## config.mk

```make
export PLATFORM = sky130hd
export DESIGN_NAME = lsu_mem_if
export DESIGN_NICKNAME = d
export VERILOG_FILES = /design/src/rtl/lsu_pkg.sv /design/src/rtl/lsu_align.sv /design/src/rtl/lsu_mem_if.sv
export SDC_FILE = /design/constraint.sdc
export NUM_CORES = 1
export LEC_CHECK = 0
export CAP_MARGIN = 20
export CORE_ASPECT_RATIO = 1.1
export CORE_UTILIZATION = 49
export CTS_BUF_LIST = sky130_fd_sc_hd__clkbuf_8
export CTS_CLUSTER_DIAMETER = 100
export DETAILED_ROUTE_END_ITERATION = 10
export PLACE_DENSITY_LB_ADDON = 0.25
export SYNTH_ARGS = -nofsm -noshare
export SYNTH_HDL_FRONTEND = slang
export SYNTH_HIERARCHICAL = 1
export SYNTH_SLANG_ARGS = --single-unit
```

## constraint.sdc

```tcl
create_clock -name clk -period 5.5 [get_ports clk]
set_input_delay 1.1 -clock clk [delete_from_list [all_inputs] [get_ports clk]]
set_output_delay 1.1 -clock clk [all_outputs]
set_load 0.005 [all_outputs]
```

## src/rtl/lsu_pkg.sv

```systemverilog
`default_nettype none
// ============================================================================
// Module      : lsu_pkg
// Description : Shared types and helpers for the MEM-stage load/store unit.
//               FSM state encoding, funct3 access-size codes and the
//               byte-enable generator used by the store lane aligner.
// Revision    : 1.0 - initial release
// ============================================================================
package lsu_pkg;

    typedef enum logic [1:0] {
        IDLE = 2'd0,
        REQ  = 2'd1,
        RESP = 2'd2,
        DONE = 2'd3
    } lsu_state_e;

    localparam logic [2:0] F3_B  = 3'b000;
    localparam logic [2:0] F3_H  = 3'b001;
    localparam logic [2:0] F3_W  = 3'b010;
    localparam logic [2:0] F3_BU = 3'b100;
    localparam logic [2:0] F3_HU = 3'b101;

    // Size is carried by funct3[1:0]; reserved codes fall into the word case.
    function automatic logic [3:0] lsu_be(input logic [2:0] f3, input logic [1:0] lo);
        logic [3:0] be;
        case (f3[1:0])
            2'b00:   be = 4'b0001 << lo;
            2'b01:   be = 4'b0011 << {lo[1], 1'b0};
            default: be = 4'b1111;
        endcase
        return be;
    endfunction

endpackage
`default_nettype wire

```

## src/rtl/lsu_align.sv

```systemverilog
`default_nettype none
// ============================================================================
// Module      : lsu_align
// Description : Combinational lane logic for the load/store unit.
//               Store side: byte enables and lane replication of store data.
//               Load side : byte/half extraction with sign or zero extension.
// Ports       : st_funct3/st_lo/st_data -> st_be/st_lanes   (store path)
//               ld_funct3/ld_lo/ld_word -> ld_data           (load path)
// Revision    : 1.0 - initial release
// ============================================================================
module lsu_align
    import lsu_pkg::*;
#(
    parameter int DW = 32
) (
    input  logic [2:0]      st_funct3,
    input  logic [1:0]      st_lo,
    input  logic [DW-1:0]   st_data,
    output logic [DW/8-1:0] st_be,
    output logic [DW-1:0]   st_lanes,
    input  logic [2:0]      ld_funct3,
    input  logic [1:0]      ld_lo,
    input  logic [DW-1:0]   ld_word,
    output logic [DW-1:0]   ld_data
);

    logic [DW-1:0] w_byte_sh;
    logic [DW-1:0] w_half_sh;

    // Shift the addressed byte/half down to bit 0 before extension.
    assign w_byte_sh = ld_word >> {ld_lo, 3'b000};
    assign w_half_sh = ld_word >> {ld_lo[1], 4'b0000};

    always_comb begin
        st_be = lsu_be(st_funct3, st_lo);
        case (st_funct3[1:0])
            2'b00:   st_lanes = {4{st_data[7:0]}};
            2'b01:   st_lanes = {2{st_data[15:0]}};
            default: st_lanes = st_data;
        endcase
    end

    always_comb begin
        case (ld_funct3)
            F3_B:    ld_data = {{(DW-8){w_byte_sh[7]}}, w_byte_sh[7:0]};
            F3_BU:   ld_data = {{(DW-8){1'b0}}, w_byte_sh[7:0]};
            F3_H:    ld_data = {{(DW-16){w_half_sh[15]}}, w_half_sh[15:0]};
            F3_HU:   ld_data = {{(DW-16){1'b0}}, w_half_sh[15:0]};
            default: ld_data = ld_word;
        endcase
    end

endmodule
`default_nettype wire

```

## src/rtl/lsu_mem_if.sv

```systemverilog
`default_nettype none
// ============================================================================
// Module      : lsu_mem_if
// Description : MEM-stage load/store unit. Turns load/store controls into a
//               valid/ready bus transaction, aligns store data, formats load
//               data into the registered rdata and stalls the pipeline until
//               the access completes (stall releases in the DONE cycle).
// Ports       : clk, rst_n (async, active-low)
//               mem_read, mem_write, funct3, addr, wdata   - MEM-stage controls
//               rdata, stall, misalign                     - to pipeline
//               bus_req_valid/ready, bus_we, bus_addr, bus_be, bus_wdata
//               bus_rsp_valid, bus_rsp_data                - data bus
// Options     : LSU_MISALIGN_TRAP_EN - misaligned half/word accesses skip the
//               bus and flag misalign for one cycle; otherwise the low
//               address bits are truncated and misalign stays 0.
// Revision    : 1.0 - initial release
// ============================================================================
module lsu_mem_if
    import lsu_pkg::*;
#(
    parameter int AW = 32,
    parameter int DW = 32
) (
    input  logic            clk,
    input  logic            rst_n,
    input  logic            mem_read,
    input  logic            mem_write,
    input  logic [2:0]      funct3,
    input  logic [AW-1:0]   addr,
    input  logic [DW-1:0]   wdata,
    output logic [DW-1:0]   rdata,
    output logic            stall,
    output logic            misalign,
    output logic            bus_req_valid,
    input  logic            bus_req_ready,
    output logic            bus_we,
    output logic [AW-1:0]   bus_addr,
    output logic [DW/8-1:0] bus_be,
    output logic [DW-1:0]   bus_wdata,
    input  logic            bus_rsp_valid,
    input  logic [DW-1:0]   bus_rsp_data
);

    lsu_state_e      r_state;
    lsu_state_e      w_state_nxt;
    logic [2:0]      r_funct3;
    logic [1:0]      r_lo;
    logic            r_misalign;
    logic            w_op;
    logic            w_trap;
    logic [DW/8-1:0] w_st_be;
    logic [DW-1:0]   w_st_lanes;
    logic [DW-1:0]   w_ld_data;

    assign w_op = mem_read | mem_write;

`ifdef LSU_MISALIGN_TRAP_EN
    // Halfwords need addr[0]=0; words and reserved sizes need addr[1:0]=0.
    always_comb begin
        w_trap = 1'b0;
        if (funct3[1:0] == 2'b01)
            w_trap = addr[0];
        else if (funct3[1])
            w_trap = (addr[1:0] != 2'b00);
    end
`else
    assign w_trap = 1'b0;
`endif

    lsu_align #(
        .DW(DW)
    ) u_align (
        .st_funct3 (funct3),
        .st_lo     (addr[1:0]),
        .st_data   (wdata),
        .st_be     (w_st_be),
        .st_lanes  (w_st_lanes),
        .ld_funct3 (r_funct3),
        .ld_lo     (r_lo),
        .ld_word   (bus_rsp_data),
        .ld_data   (w_ld_data)
    );

    always_ff @(posedge clk or negedge rst_n) begin
        if (!rst_n)
            r_state <= IDLE;
        else
            r_state <= w_state_nxt;
    end

    always_comb begin
        w_state_nxt   = r_state;
        bus_req_valid = 1'b0;
        stall         = 1'b0;
        case (r_state)
            IDLE: if (w_op) w_state_nxt = w_trap ? DONE : REQ;
            REQ: begin
                bus_req_valid = 1'b1;
                // bus_we was registered from the op, so it tells store from load.
                if (bus_req_ready) w_state_nxt = bus_we ? DONE : RESP;
            end
            RESP: if (bus_rsp_valid) w_state_nxt = DONE;
            DONE: w_state_nxt = IDLE;
            default: w_state_nxt = IDLE;
        endcase
        stall = w_op & (r_state != DONE);
    end

    // Request fields are captured once in IDLE and held until the next op.
    always_ff @(posedge clk or negedge rst_n) begin
        if (!rst_n) begin
            bus_we     <= 1'b0;
            bus_addr   <= '0;
            bus_be     <= '0;
            bus_wdata  <= '0;
            r_funct3   <= 3'b000;
            r_lo       <= 2'b00;
            r_misalign <= 1'b0;
            rdata      <= '0;
        end else begin
            r_misalign <= 1'b0;
            if (r_state == IDLE && w_op) begin
                if (w_trap) begin
                    r_misalign <= 1'b1;
                end else begin
                    bus_we    <= mem_write;
                    bus_addr  <= {addr[AW-1:2], 2'b00};
                    bus_be    <= w_st_be;
                    bus_wdata <= w_st_lanes;
                    r_funct3  <= funct3;
                    r_lo      <= addr[1:0];
                end
            end
            if (r_state == RESP && bus_rsp_valid)
                rdata <= w_ld_data;
        end
    end

    // Only set on the trap path, so it is high exactly in that DONE cycle.
    assign misalign = r_misalign;

endmodule
`default_nettype wire

```

==> results.yml <==
setup_path:
  cp.buffers_inverters: 2
  arrival_ns: 2.32
  cp_slowest_stage_delay_ns: 0.55
  path_cells: "clkdlybuf4s50_1, nor2_1, nor2_1, clkdlybuf4s50_1"
  worst-r2r-setup-slack_ns: 3.17
  path_max_fanout: 3
  rr_startpoint: "r_lo[1]$_DFFE_PN0P_"
  path_depth: 4
  cp-endpoint: "stall"
  end_kind: "output pin"
  timing.critical_path.from: "mem_write"
  slowest_stage: "clkdlybuf4s50_1"
  required_ns: 4.40
  rr_worst_depth: 5
  r2r-end: "rdata[26]$_DFFE_PN0P_"
  critPathTopFamily: "buffers and inverters"
  worstSetupPathType: "primary input to output pin"
  start_kind: "primary input"
sta:
  tightest_slew_ns: 0.903
  holdWs_ns: 0.508
  rsz0062_at_grt: "no"
  setup_tns_ns: 0
  finalSetupViolCount: 0
  finalHoldViolations: 0
  timing.final.crit_share_pct: 62.2
  skew_ns: 0.00616
  maxSlewHeadroom_pct: 39.8
  slew_viol_final: 0
  layout_min_cycle_time_ns: 3.42
  fmax_mhz: 292
final_layout:
  area_growth_pct: 42.8
  diodes: 0
  fillers: 772
  finalNetCount: 726
  final_layout_size_suffix_gt1_share_pct: 23.7
logic_synthesis:
  yosys.area.top_type: "dfrtp_1"
  synth-edff-count: 0
  synth_flop_cell: "dfrtp_1"
  synth_seq_cells: 106
  synth_top_area_share_pct: 50.3
  synth_area_leaders: "dfrtp_1 (50%), mux2_2 (26%), buf_4 (2.7%)"
  syn_area_per_cell_um2: 12.3
  ys.warnings.count: 6
  synth_area_um2: 5270
  postSynth.asyncResetShare_pct: 100
  ys_seq_area_share_pct: 50.3
  ys_types: 34
  synth_cells: 428
clock_network:
  cts_setup_buffers: 0
  clock-sinks: 106
  clock_insertion_delay_worst_skew_ns: 0.37
  clk_pin_slew_ns: 0.09
  cts_resized: 0
  cts_buffers: 9
  cts_tree: "yes"
  cts_htree_levels: 3
  cts_root_buf: "clkbuf_8"
  cts_buffer_depth: 2
  cts.hold.buffers_added: 0
detailed_routing:
  drc: 0
  avgViaCountPerCell: 5.23
  vias: 3998
  wirelength_um: 13000
  first_pass_iters: 4
  wl_per_cell_um: 17.0
  drtIter0Drc: 173
  postRouteAntennaNets: 0
power_and_ir_drop:
  p_per_area_nw_per_um2: 529
  peakVddDrop_uv: 272
  power_mw: 3.98
  leakage_nw: 3.22
placement:
  dp_hpwl_um: 9570
  io_buffers: 205
  gp_congestion: 0.819
global_route:
  grt.total_usage_pct: 24.1
  grt_overflow: 0
  grt_antenna_before_repair: 0
  grt_start_max_net_pins: 73
  grt_pass1_vias: 4275
  grt_pass1_wl_um: 20900
floorplanning:
  core-area_um2: 10400
  fp.dieArea_um2: 11200
  die_x_um: 101
  pin_count: 209
  fp-row-count: 39
  die_y_um: 111
  start_util_pct: 50.5
min_path:
  hp-class: "flop to flop"
  whs_path_depth: 1
run_status:
  outcome: "complete, no violations"
run:
  maxCapViolations: 0
-- worst min path at each step --
stage	end	startpoint
3_3_place_gp	rdata[5]$_DFFE_PN0P_	rdata[5]$_DFFE_PN0P_
6_report	bus_be[0]$_DFFE_PN0P_	bus_be[0]$_DFFE_PN0P_
2_1_floorplan	r_funct3[1]$_DFFE_PN0P_	r_funct3[1]$_DFFE_PN0P_
3_5_place_dp	bus_wdata[17]$_DFFE_PN0P_	bus_wdata[17]$_DFFE_PN0P_
5_1_grt	rdata[5]$_DFFE_PN0P_	rdata[5]$_DFFE_PN0P_
4_1_cts	bus_wdata[17]$_DFFE_PN0P_	bus_wdata[17]$_DFFE_PN0P_
-- power by group --
group	internal (mW)	switching, mW
combinational	1.32	0.733
clock	0.230	0.252
sequential	1.18	0.264
total	2.74	1.25
-- registers in the layout, indices dropped and copies added, names as in the netlist --
register	cells
bus_be	4
r_funct3	3
r_state	2
rdata	32
bus_wdata	32
r_lo	2
bus_we	1
bus_addr	30
-- synth_stat cells, types with 3 or more instances --
master and n:
mux2_2 123, dfrtp_1 106, a21oi_1 28, inv_1 22
buf_4 19, nand2_1 17, nor2_1 17, mux2i_1 14
o21ai_0 14, nor2b_1 13, clkbuf_1 10, ha_1 5
a221o_1 4, buf_2 4, a22oi_1 3, nand2b_1 3
nor3_1 3, o21bai_1 3
-- cells in the final DEF, fill, tap and decap left out, types with 2 or more instances in the layout --
cell / count
conb_1: 3
nor3_1: 3
o21ai_0: 14
a211oi_1: 2
inv_1: 25
nor2_1: 17
a221o_1: 4
nor2b_1: 13
nand2_1: 17
buf_4: 6
mux2_2: 123
dfrtp_1: 106
nand2b_1: 3
o21bai_1: 3
clkdlybuf4s50_1: 204
and3_1: 2
ha_1: 5
a22oi_1: 3
clkbuf_8: 11
mux2i_1: 14
a21oi_1: 28
a21o_1: 2
-- layer usage --
metal	track usage, %	up-vias	routed length [um]	part of all wire [%]
li1	-	1852	-	-
met1	27.7	1958	4970	38
met2	41.2	166	6570	51
met3	8.20	22	1130	8.7
met4	8.89	0	318	2.5
met5	0	-	0	0
-- kinds of logic after synthesis --
family | share of synthesized area, %
compound gates | 7.34
fa+ha+maj | 1.19
buf+inv | 5.79
flops | 50.3
mux | 29.7
other cells | 0.0712
simple gates | 5.63
-- stage by stage --
step	utilization (%)	instances	area (um2)	setup slack (ns)
floorplan	-	430	5280	3.02
global placement	70.2	748	7330	2.09
detailed placement	70.2	748	7330	2.07
CTS	72.1	764	7530	2.07
global route	72.1	764	7530	1.96
finish	72.1	764	7530	2.08
-- cell type report --
| type | instances | area [um2] | area share, % |
|---|---|---|---|
| Clock buffer | 11 | 151 | 2.01 |
| Clock inverter | 5 | 46.3 | 0.615 |
| Inverter | 22 | 82.6 | 1.10 |
| Multi-Input combinational cell | 267 | 2330 | 30.9 |
| Sequential cell | 106 | 2650 | 35.2 |
| Tap cell | 143 | 179 | 2.38 |
| Timing Repair Buffer | 210 | 2090 | 27.7 |
(Power assumes the default switching activity.)
